<file path="config.mk">
export PLATFORM = sky130hd
export DESIGN_NAME = sysref_lock_ctrl
export DESIGN_NICKNAME = d
export VERILOG_FILES = /design/src/rtl/sysref_lock_ctrl.sv
export SDC_FILE = /design/constraint.sdc
export NUM_CORES = 1
export LEC_CHECK = 0
export CORE_MARGIN = 2
export CORE_UTILIZATION = 25
export CTS_CLUSTER_SIZE = 10
export DETAILED_ROUTE_END_ITERATION = 10
export PLACE_DENSITY = 0.39
export SLEW_MARGIN = 20
export SYNTH_ARGS = -nofsm -noshare
export SYNTH_HDL_FRONTEND = slang
export SYNTH_SLANG_ARGS = --single-unit
export TNS_END_PERCENT = 5
</file>
<file path="constraint.sdc">
create_clock -name pl_clk -period 3.4 [get_ports pl_clk]
set_clock_uncertainty 0.2 [all_clocks]
set_input_delay 0.68 -clock pl_clk [delete_from_list [all_inputs] [get_ports pl_clk]]
set_output_delay 0.68 -clock pl_clk [all_outputs]
set_load 0.01 [all_outputs]
</file>
<file path="src/rtl/sysref_lock_ctrl.sv">
// SYSREF period qualification: measure, verify, lock, then forward one pulse per good edge.
// Missing, early, late and absent edges land in a sticky error code.
//
// state | meaning
// ------+-----------------------------------------------------------
// 0     | IDLE       : disarmed, counters cleared
// 1     | WAIT_FIRST : armed, waiting for the first SYSREF edge
// 2     | MEASURE    : timing the first full period
// 3     | VERIFY     : counting in-tolerance periods against period_ref
// 4     | LOCKED     : forwarding qualified edges on sysref_out
// 5     | ERROR      : sticky err/err_code, waits for clear
module sysref_lock_ctrl #(
  parameter int CNT_W      = 16,
  parameter int LOCK_EDGES = 4,
  parameter int PERIOD_TOL = 1,
  parameter int MIN_PERIOD = 4
) (
  input  logic             pl_clk,
  input  logic             pl_rstn,
  input  logic             sysref_adc,
  input  logic             arm,
  input  logic             clear,
  output logic             sysref_out,
  output logic             locked,
  output logic             err,
  output logic [1:0]       err_code,
  output logic [CNT_W-1:0] period_ref,
  output logic [2:0]       state
);

  localparam logic [2:0] S_IDLE    = 3'd0;
  localparam logic [2:0] S_WAIT    = 3'd1;
  localparam logic [2:0] S_MEASURE = 3'd2;
  localparam logic [2:0] S_VERIFY  = 3'd3;
  localparam logic [2:0] S_LOCKED  = 3'd4;
  localparam logic [2:0] S_ERROR   = 3'd5;

  localparam logic [1:0] E_TIMEOUT = 2'd1;
  localparam logic [1:0] E_SHORT   = 2'd2;
  localparam logic [1:0] E_PERIOD  = 2'd3;

  localparam int                  MATCH_W    = $clog2(LOCK_EDGES + 1);
  localparam logic [CNT_W-1:0]    CNT_MAX    = '1;
  localparam logic [CNT_W-1:0]    MIN_P      = CNT_W'(MIN_PERIOD);
  localparam logic [CNT_W:0]      TOL_X      = (CNT_W+1)'(PERIOD_TOL);
  localparam logic [MATCH_W-1:0]  MATCH_LAST = MATCH_W'(LOCK_EDGES - 1);

  logic               q1, q2, sr_edge;
  logic [CNT_W-1:0]   cnt;
  logic [MATCH_W-1:0] match_cnt;
  logic [2:0]         state_nxt;
  logic               err_set, ref_load, match_inc, fire, locked_nxt;
  logic [1:0]         code_nxt;
  logic [CNT_W:0]     cnt_x, ref_x, diff, late_lim;
  logic               in_tol, late;

  assign sr_edge = q1 & ~q2;

  // One extra bit keeps the difference and the late limit free of wrap-around.
  assign cnt_x    = {1'b0, cnt};
  assign ref_x    = {1'b0, period_ref};
  assign diff     = (cnt_x >= ref_x) ? (cnt_x - ref_x) : (ref_x - cnt_x);
  assign late_lim = ref_x + TOL_X;
  assign in_tol   = (diff <= TOL_X);
  assign late     = (cnt_x > late_lim);

  always_ff @(posedge pl_clk or negedge pl_rstn) begin
    if (!pl_rstn) state <= S_IDLE;
    else          state <= state_nxt;
  end

  always_comb begin
    state_nxt = state;
    err_set   = 1'b0;
    code_nxt  = 2'd0;
    ref_load  = 1'b0;
    match_inc = 1'b0;
    if (state != S_ERROR && !arm) begin
      state_nxt = S_IDLE;
    end else begin
      case (state)
        S_IDLE: state_nxt = S_WAIT;
        S_WAIT: begin
          if (sr_edge) state_nxt = S_MEASURE;
          else if (cnt == CNT_MAX) begin
            err_set  = 1'b1;
            code_nxt = E_TIMEOUT;
          end
        end
        S_MEASURE: begin
          if (sr_edge) begin
            if (cnt < MIN_P) begin
              err_set  = 1'b1;
              code_nxt = E_SHORT;
            end else begin
              ref_load  = 1'b1;
              state_nxt = S_VERIFY;
            end
          end else if (cnt == CNT_MAX) begin
            err_set  = 1'b1;
            code_nxt = E_TIMEOUT;
          end
        end
        S_VERIFY: begin
          if (sr_edge) begin
            if (in_tol) begin
              match_inc = 1'b1;
              if (match_cnt == MATCH_LAST) state_nxt = S_LOCKED;
            end else begin
              err_set  = 1'b1;
              code_nxt = E_PERIOD;
            end
          end else if (late) begin
            err_set  = 1'b1;
            code_nxt = E_PERIOD;
          end
        end
        S_LOCKED: begin
          if ((sr_edge && !in_tol) || (!sr_edge && late)) begin
            err_set  = 1'b1;
            code_nxt = E_PERIOD;
          end
        end
        S_ERROR: if (clear) state_nxt = S_IDLE;
        default: state_nxt = S_IDLE;
      endcase
      if (err_set) state_nxt = S_ERROR;
    end
  end

  always_comb begin
    fire       = (state == S_LOCKED) && arm && sr_edge && in_tol;
    locked_nxt = (state_nxt == S_LOCKED);
  end

  always_ff @(posedge pl_clk or negedge pl_rstn) begin
    if (!pl_rstn) begin
      q1         <= 1'b0;
      q2         <= 1'b0;
      cnt        <= '0;
      match_cnt  <= '0;
      period_ref <= '0;
      err        <= 1'b0;
      err_code   <= 2'd0;
      sysref_out <= 1'b0;
      locked     <= 1'b0;
    end else begin
      q1 <= sysref_adc;
      q2 <= q1;
      if (state == S_IDLE)                    cnt <= '0;
      else if (sr_edge && state != S_ERROR)   cnt <= CNT_W'(1);
      else if (cnt != CNT_MAX)                cnt <= cnt + 1'b1;
      if (state == S_IDLE || ref_load) match_cnt <= '0;
      else if (match_inc)              match_cnt <= match_cnt + 1'b1;
      if (ref_load) period_ref <= cnt;
      if (state == S_ERROR && clear) begin
        err      <= 1'b0;
        err_code <= 2'd0;
      end else if (err_set) begin
        err      <= 1'b1;
        err_code <= code_nxt;
      end
      sysref_out <= fire;
      locked     <= locked_nxt;
    end
  end

endmodule

</file>
==> results_dict.tcl <==
set metrics [dict create \
    final_hold_viol_count 0 \
    overflow 0 \
    yosysTopAreaCell "dfrtp_1" \
    fp.dieArea_um2 19500 \
    cp_slowest_cell "dfrtp_1" \
    fmax_ghz 0.281 \
    leakage_nw 3.09 \
    fin_ws_ns -0.155 \
    port_buffers 28 \
    drc 0 \
    via_per_inst 5.04 \
    endpoint_kind "flip-flop" \
    n_antenna_cell 0 \
    num-fill-cells 1904 \
    worst_pin_slew_ns 0.506 \
    cts_tree "yes" \
    drive_gt1_share_pct 35.9 \
    cts-root-buf "clkbuf_16" \
    crit_path_cell_trace "buf_6 > inv_2 > ha_4 > buf_12 > a21oi_4 > a211oi_4 > o2111ai_2 > o211a_4 > mux2i_1 > xor2_1 > o211ai_4 > nand4bb_4 > or2_4 > mux2_4" \
    multi_input_area_um2 3650 \
    power_mw 2.89 \
    cts.path.max_buffers 2 \
    drtIter0Drc 324 \
    crit_buf_inv 3 \
    p_per_area_nw_per_um2 415 \
    timing.rr.end "match_cnt[1]" \
    synthTopCellsByCount "ha_1 (52), nand2_1 (51), nor2_1 (48)" \
    place_hpwl_mm 14.0 \
    status "finished, violations left" \
    ys_top_cells_by_area "dfrtp_1 (24%), ha_1 (14%), xnor2_1 (5.7%), a21oi_1 (4.7%), nand2_1 (4.2%)" \
    crit_arrival_ns 3.54 \
    cts_inserted_buffers 5 \
    ys_warn_count 0 \
    final_core_util_pct 38.7 \
    rsz0062_at_grt "yes" \
    ys_async_sr_fraction_pct 100 \
    grt_max_degree 33 \
    grt_first_pass_wirelength_mm 27.5 \
    synth_enable_flop_cells 0 \
    die_height_um 140 \
    vdd_drop_max_mv 0.170 \
    grt_pass1_vias 5009 \
    drt_pass1_iterations 5 \
    fin_setup_tns_ns -0.812 \
    ios 29 \
    violations "negative setup slack" \
    nets 812 \
    yosysMostFrequentCell "ha_1" \
    worstRegToRegCells 14 \
    crit_required_ns 3.39 \
    grt_use_total_pct 17.8 \
    initial_utilization_pct 25.5 \
    core_area_um2 18000 \
    drv_cap 0 \
    cp-start-kind "flip-flop" \
    clock_latency_ns 0.30 \
    synth_fp_nets 630 \
    clk_pin_slew_worst_paths_ns 0.07 \
    syn2layout_area_growth_pct 51.6 \
    ys_types 72 \
    numClockSinks 45 \
    crit_type "flip-flop to flip-flop" \
    drv_slew 0 \
    max_slew_margin_pct 66.0 \
    antenna_found_initial 0 \
    pre_cts_slack_ns -0.542 \
    crit_family "compound AO/OA/AOI/OAI gates" \
    design_area_um2 6980 \
    dr_total_vias 4948 \
    row_count 49 \
    finalSetupViolCount 9 \
    die_w_um 140 \
    hp-class "input pin to async pin" \
    synth.top_cell.area_share_pct 24.5 \
    regArea_um2 1130 \
    critPathMaxStageDelay_ns 0.39 \
    seq_area_frac_synth_pct 24.5 \
    synth_seq_cells 45 \
    critical_path_peak_fanout 7 \
    syn_inst 571 \
    wirelength_mm 17.2 \
    ys.flop_type "dfrtp_1" \
    wl_per_cell_um 17.5 \
    place_congestion 0.857 \
    dpl_cell_area_um2 6150 \
    htreeDepth 2 \
    avgSynthCellArea_um2 8.06 \
    fin_crit_ns 3.55 \
    fin_crit_sh_pct 105 \
    drtAntennaViolNets 0 \
    r2r_start "period_ref[2]" \
    rrSetupSlack_ns -0.15 \
    netlist_area_um2 4600 \
]
-- where the power goes --
part | switching (mW) | leakage, nW | internal (mW)
Sequential | 0.0634 | 0.606 | 0.574
Combinational | 0.802 | 2.40 | 0.893
Clock | 0.220 | 0.0797 | 0.342
-- cells in the final DEF (no fill, tap or decap), types with 4 or more instances in the layout --
| master | n |
|---|---|
| clkbuf_16 | 5 |
| nand3_2 | 5 |
| o21ai_0 | 25 |
| clkdlybuf4s50_1 | 27 |
| dfrtp_1 | 41 |
| nor4_1 | 4 |
| a21oi_2 | 10 |
| o21ai_1 | 6 |
| dfrtp_2 | 4 |
| nand2_1 | 51 |
| a21o_1 | 15 |
| mux2i_1 | 4 |
| nand3_1 | 22 |
| o21a_1 | 4 |
| o22ai_1 | 4 |
| inv_2 | 9 |
| buf_4 | 155 |
| a31oi_1 | 6 |
| ha_1 | 40 |
| o211ai_1 | 8 |
| a21oi_1 | 34 |
| xnor2_1 | 29 |
| buf_6 | 11 |
| nor2b_1 | 7 |
| inv_1 | 34 |
| nor3_1 | 15 |
| nor2_1 | 44 |
| nor2_2 | 4 |
| nand2b_1 | 7 |
| or3_1 | 4 |
| ha_4 | 10 |
| nand4_1 | 20 |
-- kinds of logic (layout without fill, tap and decap cells) --
kind of cell,count (synthesis),after routing,share of synthesized area (%)
DFF,45,45,24.5
adders and majority gates,54,54,15.0
buffers and inverters,64,246,5.68
xor gates and xnor gates,33,33,6.28
AOI/OAI and AO/OA,159,159,23.5
and+or+nand+nor,211,211,23.9
muxes,5,5,1.20
-- per-stage QoR --
stage / hold WS, ns / std cells
after CTS: 0.134 / 964
final: 0.121 / 982
after detailed placement: 0.228 / 950
after floorplan: 0.168 / 571
after global placement: 0.213 / 950
after global routing: 0.145 / 982
-- per-layer routing --
| metal | vias up | routed length [um] | track usage, % |
|---|---|---|---|
| met5 | - | 0 | 0 |
| met4 | 0 | 183 | 3.32 |
| li1 | 2442 | - | - |
| met1 | 2405 | 8450 | 25.6 |
| met3 | 15 | 470 | 1.89 |
| met2 | 86 | 8070 | 28.9 |
-- flip-flops by register name, summed over array words and instances (netlist names) --
name	count
cnt	16
period_ref	16
match_cnt	3
state	3
err_code	2
err	1
locked	1
q1	1
q2	1
sysref_out	1
-- worst reg2reg max path, cell delays in order, from the launching register on --
cell and delay [ns]:
dfrtp_1 0.39, buf_6 0.14, inv_2 0.07, ha_4 0.23, buf_12 0.13, a21oi_4 0.19
a211oi_4 0.10, o2111ai_2 0.27, o211a_4 0.26, mux2i_1 0.24, xor2_1 0.31, o211ai_4 0.14
nand4bb_4 0.25, or2_4 0.25, mux2_4 0.29
-- worst max-delay path by stage --
| stage | slack, ns | to | startpoint | cells past startpoint |
|---|---|---|---|---|
| floorplan | -0.16 | match_cnt[1] | period_ref[2] | 14 |
| global placement | -0.48 | state[2] | period_ref[0] | 17 |
| detailed placement | -0.54 | state[2] | period_ref[0] | 17 |
| CTS | -0.20 | match_cnt[1] | period_ref[0] | 16 |
| global route | -0.28 | state[1] | period_ref[0] | 18 |
| finish | -0.15 | match_cnt[1] | period_ref[2] | 14 |
-- final cells by class --
| class | instances | area share [%] |
|---|---|---|
| well taps | 229 | 4.11 |
| clock inverters | 2 | 0.502 |
| clock buffers | 5 | 1.79 |
| inverters | 44 | 2.40 |
| multi-input cells | 462 | 52.3 |
| repair buffers | 195 | 22.7 |
| flip-flops and latches | 45 | 16.2 |
-- repair_timing --
item | CTS | global route
resized for setup | 48 | 58
pin swaps | 26 | 46
setup buffers | 7 | 20
endpoints found under the setup margin | 11 | 11
hold buffers | 0 | 0
(Power assumes the default switching activity.)
